==> config.mk <==
export PLATFORM = sky130hd
export DESIGN_NAME = bcd_updown_counter_flat
export DESIGN_NICKNAME = d
export VERILOG_FILES = /design/src/rtl/bcd_updown_counter_if.sv /design/src/rtl/bcd_updown_counter.sv /design/src/flat_wrapper.sv
export SDC_FILE = /design/constraint.sdc
export NUM_CORES = 1
export LEC_CHECK = 0
export BUFFER_PORTS_ARGS = -buffer_cell sky130_fd_sc_hd__buf_2
export CELL_PAD_IN_SITES_DETAIL_PLACEMENT = 0
export CELL_PAD_IN_SITES_GLOBAL_PLACEMENT = 1
export CORE_UTILIZATION = 40
export CTS_CLUSTER_SIZE = 24
export DETAILED_ROUTE_END_ITERATION = 16
export PLACE_DENSITY = 0.89
export SYNTH_ARGS = -nofsm -noshare
export SYNTH_HDL_FRONTEND = slang
export SYNTH_SLANG_ARGS = --single-unit
==> constraint.sdc <==
create_clock -name clk -period 2.9 [get_ports clk]
set_input_delay 0.58 -clock clk [delete_from_list [all_inputs] [get_ports clk]]
set_output_delay 0.58 -clock clk [all_outputs]
set_load 0.01 [all_outputs]
==> src/rtl/bcd_updown_counter_if.sv <==
// Control/status bundle for bcd_updown_counter: enable, direction, clear/load
// controls in; packed BCD count, wrap strobe and terminal count out.
interface bcd_updown_counter_if #(
    parameter int unsigned DIGITS = 2
);
    logic                  en;
    logic                  up;
    logic                  clr;
    logic                  load;
    logic [4*DIGITS-1:0]   load_val;
    logic [4*DIGITS-1:0]   count;
    logic                  wrap;
    logic                  tc_c;

    modport master (
        output en, up, clr, load, load_val,
        input  count, wrap, tc_c
    );

    modport slave (
        input  en, up, clr, load, load_val,
        output count, wrap, tc_c
    );
endinterface

==> src/rtl/bcd_updown_counter.sv <==
// Multi-digit BCD up/down counter with prescaler, synchronous clear/load,
// optional saturation at the range ends and a one-cycle wrap strobe.
module bcd_updown_counter #(
    parameter int unsigned DIGITS   = 2,
    parameter int unsigned DIV      = 3,
    parameter bit          SATURATE = 1'b0
) (
    input  logic                      clk,
    input  logic                      rst,
    bcd_updown_counter_if.slave       bus
);
    localparam int unsigned CW = 4 * DIGITS;
    localparam int unsigned PW = (DIV > 1) ? $clog2(DIV) : 1;

    logic [PW-1:0] p_q,     p_d;
    logic [CW-1:0] count_q, count_d;
    logic          wrap_q,  wrap_d;

    logic [CW-1:0] inc_val;
    logic [CW-1:0] dec_val;
    logic [CW-1:0] clamp_val;
    logic [CW-1:0] nines_val;
    logic          all_nines;
    logic          all_zeros;
    logic          carry;
    logic          borrow;
    logic [3:0]    digit;
    logic [3:0]    ld_digit;
    logic          tick;
    logic          boundary;

    // Per-digit ripple for increment/decrement, load clamping and end detection
    always_comb begin
        inc_val   = '0;
        dec_val   = '0;
        clamp_val = '0;
        nines_val = '0;
        all_nines = 1'b1;
        all_zeros = 1'b1;
        carry     = 1'b1;
        borrow    = 1'b1;
        digit     = 4'd0;
        ld_digit  = 4'd0;
        for (int i = 0; i < int'(DIGITS); i++) begin
            digit    = count_q[4*i +: 4];
            ld_digit = bus.load_val[4*i +: 4];

            nines_val[4*i +: 4] = 4'd9;
            all_nines = all_nines & (digit == 4'd9);
            all_zeros = all_zeros & (digit == 4'd0);
            clamp_val[4*i +: 4] = (ld_digit > 4'd9) ? 4'd9 : ld_digit;

            if (carry) begin
                if (digit == 4'd9) begin
                    inc_val[4*i +: 4] = 4'd0;
                end else begin
                    inc_val[4*i +: 4] = digit + 4'd1;
                    carry = 1'b0;
                end
            end else begin
                inc_val[4*i +: 4] = digit;
            end

            if (borrow) begin
                if (digit == 4'd0) begin
                    dec_val[4*i +: 4] = 4'd9;
                end else begin
                    dec_val[4*i +: 4] = digit - 4'd1;
                    borrow = 1'b0;
                end
            end else begin
                dec_val[4*i +: 4] = digit;
            end
        end
    end

    assign tick     = bus.en && (p_q == PW'(DIV - 1));
    assign boundary = bus.up ? all_nines : all_zeros;

    // Next state: clear > load > prescaled step > hold
    always_comb begin
        p_d     = p_q;
        count_d = count_q;
        wrap_d  = 1'b0;
        if (bus.clr) begin
            p_d     = '0;
            count_d = '0;
        end else if (bus.load) begin
            p_d     = '0;
            count_d = clamp_val;
        end else if (tick) begin
            p_d = '0;
            if (boundary) begin
                wrap_d = 1'b1;
                if (!SATURATE) begin
                    count_d = bus.up ? '0 : nines_val;
                end
            end else begin
                count_d = bus.up ? inc_val : dec_val;
            end
        end else if (bus.en) begin
            p_d = p_q + PW'(1);
        end
    end

    always_ff @(posedge clk or posedge rst) begin
        if (rst) begin
            p_q     <= '0;
            count_q <= '0;
            wrap_q  <= 1'b0;
        end else begin
            p_q     <= p_d;
            count_q <= count_d;
            wrap_q  <= wrap_d;
        end
    end

    assign bus.count = count_q;
    assign bus.wrap  = wrap_q;
    assign bus.tc_c  = boundary;
endmodule

==> src/flat_wrapper.sv <==
// flat-port wrapper written by rule: the top's interface ports become plain ports
module bcd_updown_counter_flat 
#(
    parameter int unsigned DIGITS   = 2,
    parameter int unsigned DIV      = 3,
    parameter bit          SATURATE = 1'b0
)
  (clk, rst, bus_en, bus_up, bus_clr, bus_load, bus_load_val, bus_count, bus_wrap, bus_tc_c);
  bcd_updown_counter_if #(.DIGITS(DIGITS)) bus_i ();
  input  logic clk;
  input  logic rst;
  input wire logic [$bits(bus_i.en)-1:0] bus_en;
  input wire logic [$bits(bus_i.up)-1:0] bus_up;
  input wire logic [$bits(bus_i.clr)-1:0] bus_clr;
  input wire logic [$bits(bus_i.load)-1:0] bus_load;
  input wire logic [$bits(bus_i.load_val)-1:0] bus_load_val;
  output wire logic [$bits(bus_i.count)-1:0] bus_count;
  output wire logic [$bits(bus_i.wrap)-1:0] bus_wrap;
  output wire logic [$bits(bus_i.tc_c)-1:0] bus_tc_c;
  assign bus_i.en = bus_en;
  assign bus_i.up = bus_up;
  assign bus_i.clr = bus_clr;
  assign bus_i.load = bus_load;
  assign bus_i.load_val = bus_load_val;
  assign bus_count = bus_i.count;
  assign bus_wrap = bus_i.wrap;
  assign bus_tc_c = bus_i.tc_c;
  bcd_updown_counter #(.DIGITS(DIGITS), .DIV(DIV), .SATURATE(SATURATE)) u_core (.clk(clk), .rst(rst), .bus(bus_i));
endmodule
# Yosys cells after proc, flatten, opt, wreduce, memory -nomap -nowiden
# Cells that the tools add are included.
[word_totals] regBits=11 out_inout_bits=10 input_bits=14
[classes] eq_ne=4 bitwise_logic=2 magnitude_cmp=2 addsub=5 mux=25 n_reduce_logical=7
[op_table] cell="2-to-1 mux 8 bit" count=6
[op_table] cell="2-to-1 mux 4 bit" count=8
[op_table] cell="adder 4 x 1 -> 4 bit, second input constant" count=2
[op_table] cell="equality test 4 bit, second input constant" count=2
[op_table] cell="greater-than comparator 4 bit, second input constant" count=2
[op_table] cell="logical NOT 4 bit" count=2
[op_table] cell="2-to-1 mux 2 bit" count=4
[op_table] cell="subtractor 4 x 1 -> 4 bit, second input constant" count=2
[op_table] cell="2-to-1 mux 1 bit" count=7
[op_table] cell="!= test 5 x 1 -> 1 bit, second input constant" count=1
[op_table] cell="nonzero test 5 bit" count=1
[op_table] cell="nonzero test 4 bit" count=1
[op_table] cell="AND reduction 3 bit" count=1
[op_table] cell="nonzero test 3 bit" count=1
[op_table] cell="adder 2 x 1 -> 2 bit, second input constant" count=1
[op_table] cell="AND 1 bit" count=2
[op_table] cell="equality test 2 bit, second input constant" count=1
[op_table] cell="logical AND 1 bit" count=1

# Longest topological paths before layout
[depth] ltp_word=8 depth_mapped=7 depth_no_buf=7

# Least setup slack after synthesis
# No wires, ideal clock.
[synth_timing] path_kind="input port to flip-flop" from="input port bus_up" to="register u_core.count_q[7], in the netlist u_core.bus.count[7]" setup_time_ns=0.075 n_path_buf=1 path_stages=6 arrival_ns=2.007 setup_slack_ns=0.819 required_time_ns=2.825 path_cell_list="clkbuf_1 -> or3_4 -> a2111oi_4 -> nor2_1 -> a311o_1 -> a21oi_2"
[synth_between] elab_chain_cells=5 word_cells_on_any_way=10 classes_between="eq/ne (1); mux (7); reduce/logical (2)"
[synth_lines] item="from (decl)" line_no="flat_wrapper.sv:13" text="input wire logic [$bits(bus_i.up)-1:0] bus_up;"
[synth_lines] item="2-to-1 mux 8 bit, or another cell as far along" line_no="bcd_updown_counter.sv:99" text="count_d = bus.up ? inc_val : dec_val;"
[synth_lines] item="2-to-1 mux 8 bit" line_no="bcd_updown_counter.sv:93" text="if (boundary) begin"
[synth_lines] item="2-to-1 mux 8 bit" line_no="bcd_updown_counter.sv:91" text="end else if (tick) begin"
[synth_lines] item="2-to-1 mux 8 bit" line_no="bcd_updown_counter.sv:88" text="end else if (bus.load) begin"
[synth_lines] item="2-to-1 mux 8 bit" line_no="bcd_updown_counter.sv:85" text="if (bus.clr) begin"
[synth_lines] item="to (signal assigned)" line_no="bcd_updown_counter.sv:113" text="count_q <= count_d;"
[synth_lines] item="to (decl)" line_no="bcd_updown_counter.sv:16" text="logic [CW-1:0] count_q, count_d;"
# Parallel ways exist; a longest one is shown, timed or not. The select of a mux whose other input is x is not followed.
# A chain may end at the register's enable or synchronous reset.

# Worst setup path after layout
[layout_timing] from="register u_core.count_q[4], in the netlist u_core.bus.count[4]" to="output port bus_tc_c"
[layout_between] elab_chain_cells=3 word_cells_on_any_way=5 classes_between="eq/ne (1); mux (1); bitwise (2); reduce/logical (1)"
[layout_lines] item="equality test 4 bit / logical NOT 4 bit (equally long branches)" line_no="bcd_updown_counter.sv:49, bcd_updown_counter.sv:50"
[layout_lines] item="AND 1 bit (on tied branches)" line_no="bcd_updown_counter.sv:49, bcd_updown_counter.sv:50"
[layout_lines] item="2-to-1 mux 1 bit (*)" line_no="bcd_updown_counter.sv:78" text="assign boundary = bus.up ? all_nines : all_zeros;"
[layout_lines] item="to (decl)" line_no="flat_wrapper.sv:19" text="output wire logic [$bits(bus_i.tc_c)-1:0] bus_tc_c;"
# Every way passes the cells marked *; elsewhere a longest branch is shown, timed or not.

==> report_table.html <==
<table>
<tr><th>Metric</th><th>Value</th></tr>
<tr><th colspan="2">Logic synthesis</th></tr>
<tr><td>Syn Inst Count</td><td>125</td></tr>
<tr><td>Number of storage elements in the synthesis netlist</td><td>11</td></tr>
<tr><td>Net count of the mapped netlist</td><td>143</td></tr>
<tr><td>Average cell area after synthesis</td><td>7.74 µm²</td></tr>
<tr><td>Synth Warn #</td><td>0</td></tr>
<tr><td>Post-synth design cell area</td><td>967 µm²</td></tr>
<tr><td>Commonest register cell after synthesis</td><td>dfrtp_1</td></tr>
<tr><td>Sequential element share of the synthesized area</td><td>28.5%</td></tr>
<tr><td>Number of unique standard cell types used by synthesis</td><td>41</td></tr>
<tr><td>Number of synthesized flops with an enable pin</td><td>0</td></tr>
<tr><td>Fraction of registers with async set or reset after synthesis</td><td>100%</td></tr>
<tr><th colspan="2">Detailed routing</th></tr>
<tr><td>Total detailed-routing wirelength</td><td>2280 µm</td></tr>
<tr><td>Avg WL per Cell</td><td>13.5 µm</td></tr>
<tr><td>Vias per cell</td><td>5.67</td></tr>
<tr><td>First-pass detailed-route iteration total</td><td>4</td></tr>
<tr><td>DR iter-0 viols</td><td>14</td></tr>
<tr><td>Antenna violation net count after detailed routing</td><td>0</td></tr>
<tr><td>Number of vias after detailed routing</td><td>958</td></tr>
<tr><td>Residual DRC count</td><td>0</td></tr>
<tr><th colspan="2">Worst setup path</th></tr>
<tr><td>Critical path type</td><td>flop to output port</td></tr>
<tr><td>Path depth of the worst reg2reg path</td><td>5</td></tr>
<tr><td>Sort of element at the end of the critical path</td><td>output port</td></tr>
<tr><td>CP required</td><td>2320 ps</td></tr>
<tr><td>Highest fanout seen on the critical path</td><td>8</td></tr>
<tr><td>Sort of element at the start of the critical path</td><td>flop</td></tr>
<tr><td>Data arrival, critical path</td><td>1830 ps</td></tr>
<tr><th colspan="2">Timing</th></tr>
<tr><td>RSZ-0062 raised after global routing</td><td>no</td></tr>
<tr><td>Maximum clock skew at final layout</td><td>7.62 ps</td></tr>
<tr><td>Post-layout minimum cycle time</td><td>2410 ps</td></tr>
<tr><td>Final setup violation count</td><td>0</td></tr>
<tr><td>Slew @ Worst Pin</td><td>450 ps</td></tr>
<tr><td>Upper clock frequency limit</td><td>0.414 GHz</td></tr>
<tr><td>Final worst path period share</td><td>83.2%</td></tr>
<tr><td>Max Transition Viols Final</td><td>0</td></tr>
<tr><td>Worst slew margin relative to its limit</td><td>69.9%</td></tr>
<tr><td>Setup TNS Final</td><td>0 ps</td></tr>
<tr><td>Number of hold violations in the final report</td><td>0</td></tr>
<tr><th colspan="2">Clocking</th></tr>
<tr><td>Number of H-tree branching levels</td><td>1</td></tr>
<tr><td>Post-CTS setup buffer count</td><td>0</td></tr>
<tr><td>TritonCTS clock tree</td><td>done</td></tr>
<tr><td>Root buf cell</td><td>clkbuf_4</td></tr>
<tr><td>Maximum count of clock buffers along a single path</td><td>2</td></tr>
<tr><td>Post-CTS Resized</td><td>0</td></tr>
<tr><td>Clock-pin slew on the worst setup and hold paths</td><td>80 ps</td></tr>
<tr><td>Number of buffers created by CTS</td><td>3</td></tr>
<tr><td>Clk_lat worst skew</td><td>270 ps</td></tr>
<tr><td># hold bufs at CTS</td><td>0</td></tr>
<tr><td>Clock Sink Count</td><td>11</td></tr>
<tr><th colspan="2">Final layout</th></tr>
<tr><td>Number of cells in the finished layout apart from fillers</td><td>169</td></tr>
<tr><td>Net count reported at finish</td><td>160</td></tr>
<tr><td>Share of post-route cells with drive strength above 1</td><td>22.7%</td></tr>
<tr><td>Ant diodes</td><td>0</td></tr>
<tr><td>Area delta synth-&gt;final</td><td>13.3%</td></tr>
<tr><th colspan="2">Place</th></tr>
<tr><td>Count of port buffers added during placement</td><td>23</td></tr>
<tr><td>Placed Cells incl. Taps</td><td>165</td></tr>
<tr><td>Post-DP HPWL</td><td>1700 µm</td></tr>
<tr><td>GPL Wtd Cong</td><td>0.752</td></tr>
<tr><th colspan="2">Global routing</th></tr>
<tr><td>Vias in the first global route</td><td>945</td></tr>
<tr><td>Total congestion overflow</td><td>0</td></tr>
<tr><td>GRT met2 Usage</td><td>34.0%</td></tr>
<tr><td>Antenna violations before repair</td><td>0</td></tr>
<tr><td>Wire length of the first global-routing pass</td><td>3830 µm</td></tr>
<tr><td>Most used routing layer in global routing</td><td>met2</td></tr>
<tr><td>Total track usage</td><td>18.8%</td></tr>
<tr><td>M1 GR Usage</td><td>23.9%</td></tr>
<tr><td>Maximum number of pins on one net before global-route repair</td><td>20</td></tr>
<tr><td>Global routing usage on met3</td><td>1.79%</td></tr>
<tr><th colspan="2">Pwr</th></tr>
<tr><td>Net switching power figure</td><td>0.124 mW</td></tr>
<tr><td>Cell Pwr Density</td><td>344 nW/µm²</td></tr>
<tr><td>Static Leak</td><td>0.480 nW</td></tr>
<tr><td>Logic pwr share</td><td>25.2%</td></tr>
<tr><td>Sequential cell fraction of total power</td><td>47.5%</td></tr>
<tr><td>Clock power frac</td><td>27.3%</td></tr>
<tr><td>Maximum VDD drop</td><td>0.000235 V</td></tr>
<tr><td>Switching portion of total power</td><td>32.8%</td></tr>
<tr><td>Internal power summed over all cells</td><td>0.254 mW</td></tr>
<tr><th colspan="2">Floorplanning</th></tr>
<tr><td>I/O pin cnt</td><td>24</td></tr>
<tr><td>Vertical die dimension</td><td>51.2 µm</td></tr>
<tr><td># rows</td><td>17</td></tr>
<tr><td>Initial core utilization</td><td>42.9%</td></tr>
<tr><td>Core ar.</td><td>2250 µm²</td></tr>
<tr><td>Full die area</td><td>2620 µm²</td></tr>
<tr><td>Die width</td><td>51.2 µm</td></tr>
<tr><th colspan="2">Run status</th></tr>
<tr><td>Run status</td><td>complete, no violations</td></tr>
<tr><th colspan="2">Job</th></tr>
<tr><td>Max-cap violations</td><td>0</td></tr>
<tr><th colspan="2">Hold path</th></tr>
<tr><td>Classification of the worst-slack hold path</td><td>primary input to asynchronous set/reset pin</td></tr>
</table>
-- metrics by stage --
step | util (%) | cell area (µm²) | worst slack, ps | hold WS, ps | power [mW]
2_1_floorplan | - | 967 | 819 | 432 | 0.248
3_3_place_gp | 47.4 | 1070 | 734 | 587 | 0.274
3_5_place_dp | 47.4 | 1070 | 703 | 594 | 0.277
4_1_cts | 48.6 | 1100 | 484 | 302 | 0.379
5_1_grt | 48.6 | 1100 | 336 | 336 | 0.398
6_report | 48.6 | 1100 | 486 | 293 | 0.377
-- cell usage after synthesis (2+ instances only) --
| master | number | share of area (%) |
|---|---|---|
| nor2_1 | 14 | 5.4 |
| dfrtp_1 | 11 | 28 |
| nand2_1 | 11 | 4.3 |
| a21oi_1 | 9 | 4.7 |
| clkbuf_1 | 9 | 3.5 |
| inv_1 | 8 | 3.1 |
| nor3_1 | 8 | 4.1 |
| o21ai_0 | 7 | 3.6 |
| ha_1 | 4 | 5.2 |
| and3_1 | 3 | 1.9 |
| nand3_1 | 3 | 1.6 |
| nand3b_1 | 3 | 2.3 |
| a211oi_1 | 2 | 1.6 |
| a31oi_1 | 2 | 1.3 |
| nor2b_1 | 2 | 1.3 |
| nor4_1 | 2 | 1.3 |
| nor4b_1 | 2 | 1.8 |
| xnor2_1 | 2 | 1.8 |
-- area by class of cell --
| class | instances | area, µm² |
|---|---|---|
| Clock buffer | 3 | 22.5 |
| Fill cell | 229 | 1160 |
| Timing Repair Buffer | 23 | 115 |
| Clock inverter | 1 | 5.00 |
| Inverter | 8 | 30.0 |
| Tap cell | 28 | 35.0 |
| Multi-Input combinational cell | 95 | 613 |
| Sequential cell | 11 | 275 |
-- final timing paths --
kind,slack [ps],start,endpoint
min in group clk,600,bus_load_val[7],u_core.bus.count[7]
hold / removal,290,rst,u_core.p_q[1]
setup / recovery,490,u_core.bus.count[4],bus_tc_c
max in group asynchronous,2300,rst,u_core.bus.count[0]
setup reg to reg,860,u_core.bus.count[0],u_core.bus.count[7]
hold reg to reg,630,u_core.p_q[1],u_core.p_q[1]
-- power groups by stage --
stage / clock network (mW) / registers [mW] / logic, mW
after floorplan: 0 / 0.173 / 0.0753
after global placement: 0 / 0.181 / 0.0932
after detailed placement: 0 / 0.182 / 0.0949
after CTS: 0.105 / 0.179 / 0.0954
after global routing: 0.111 / 0.181 / 0.107
final: 0.103 / 0.179 / 0.0950
-- kinds of logic after synthesis --
group                      share of synthesized area (%)
AOI/OAI and AO/OA                                   26.1
xor gates and xnor gates                            2.72
adders and majority gates                           5.17
buffers and inverters                               8.15
DFF                                                 28.5
and+or+nand+nor                                     29.4
-- sequential cells by signal, summed over array words and instances, names as in the netlist --
register	count
u_core.bus.count	8
u_core.p_q	2
u_core.bus.wrap	1
-- critical path, cell delays in order (launching register included) --
cell	delay [ps]
dfrtp_1	470
inv_1	140
ha_1	210
nor4b_1	370
a2bb2o_1	240
buf_2	140
-- metal layers --
metal | share of wire [%] | routed length (µm) | up-vias
met5 | 0 | 0 | -
met3 | 2.2 | 51 | 0
met2 | 48 | 1090 | 15
met1 | 50 | 1130 | 463
met4 | 0 | 0 | 0
li1 | - | - | 480
-- placed cells by master (no fill, tap or decap), types with 2 or more instances in the layout --
cell type / n
buf_2: 23
nor2_1: 14
nand2_1: 11
dfrtp_1: 11
a21oi_1: 9
inv_1: 8
nor3_1: 8
o21ai_0: 7
ha_1: 4
nand3b_1: 3
and3_1: 3
nand3_1: 3
clkbuf_4: 3
xnor2_1: 2
a31oi_1: 2
nor4_1: 2
nor4b_1: 2
nor2b_1: 2
a211oi_1: 2
(Power assumes the default switching activity.)
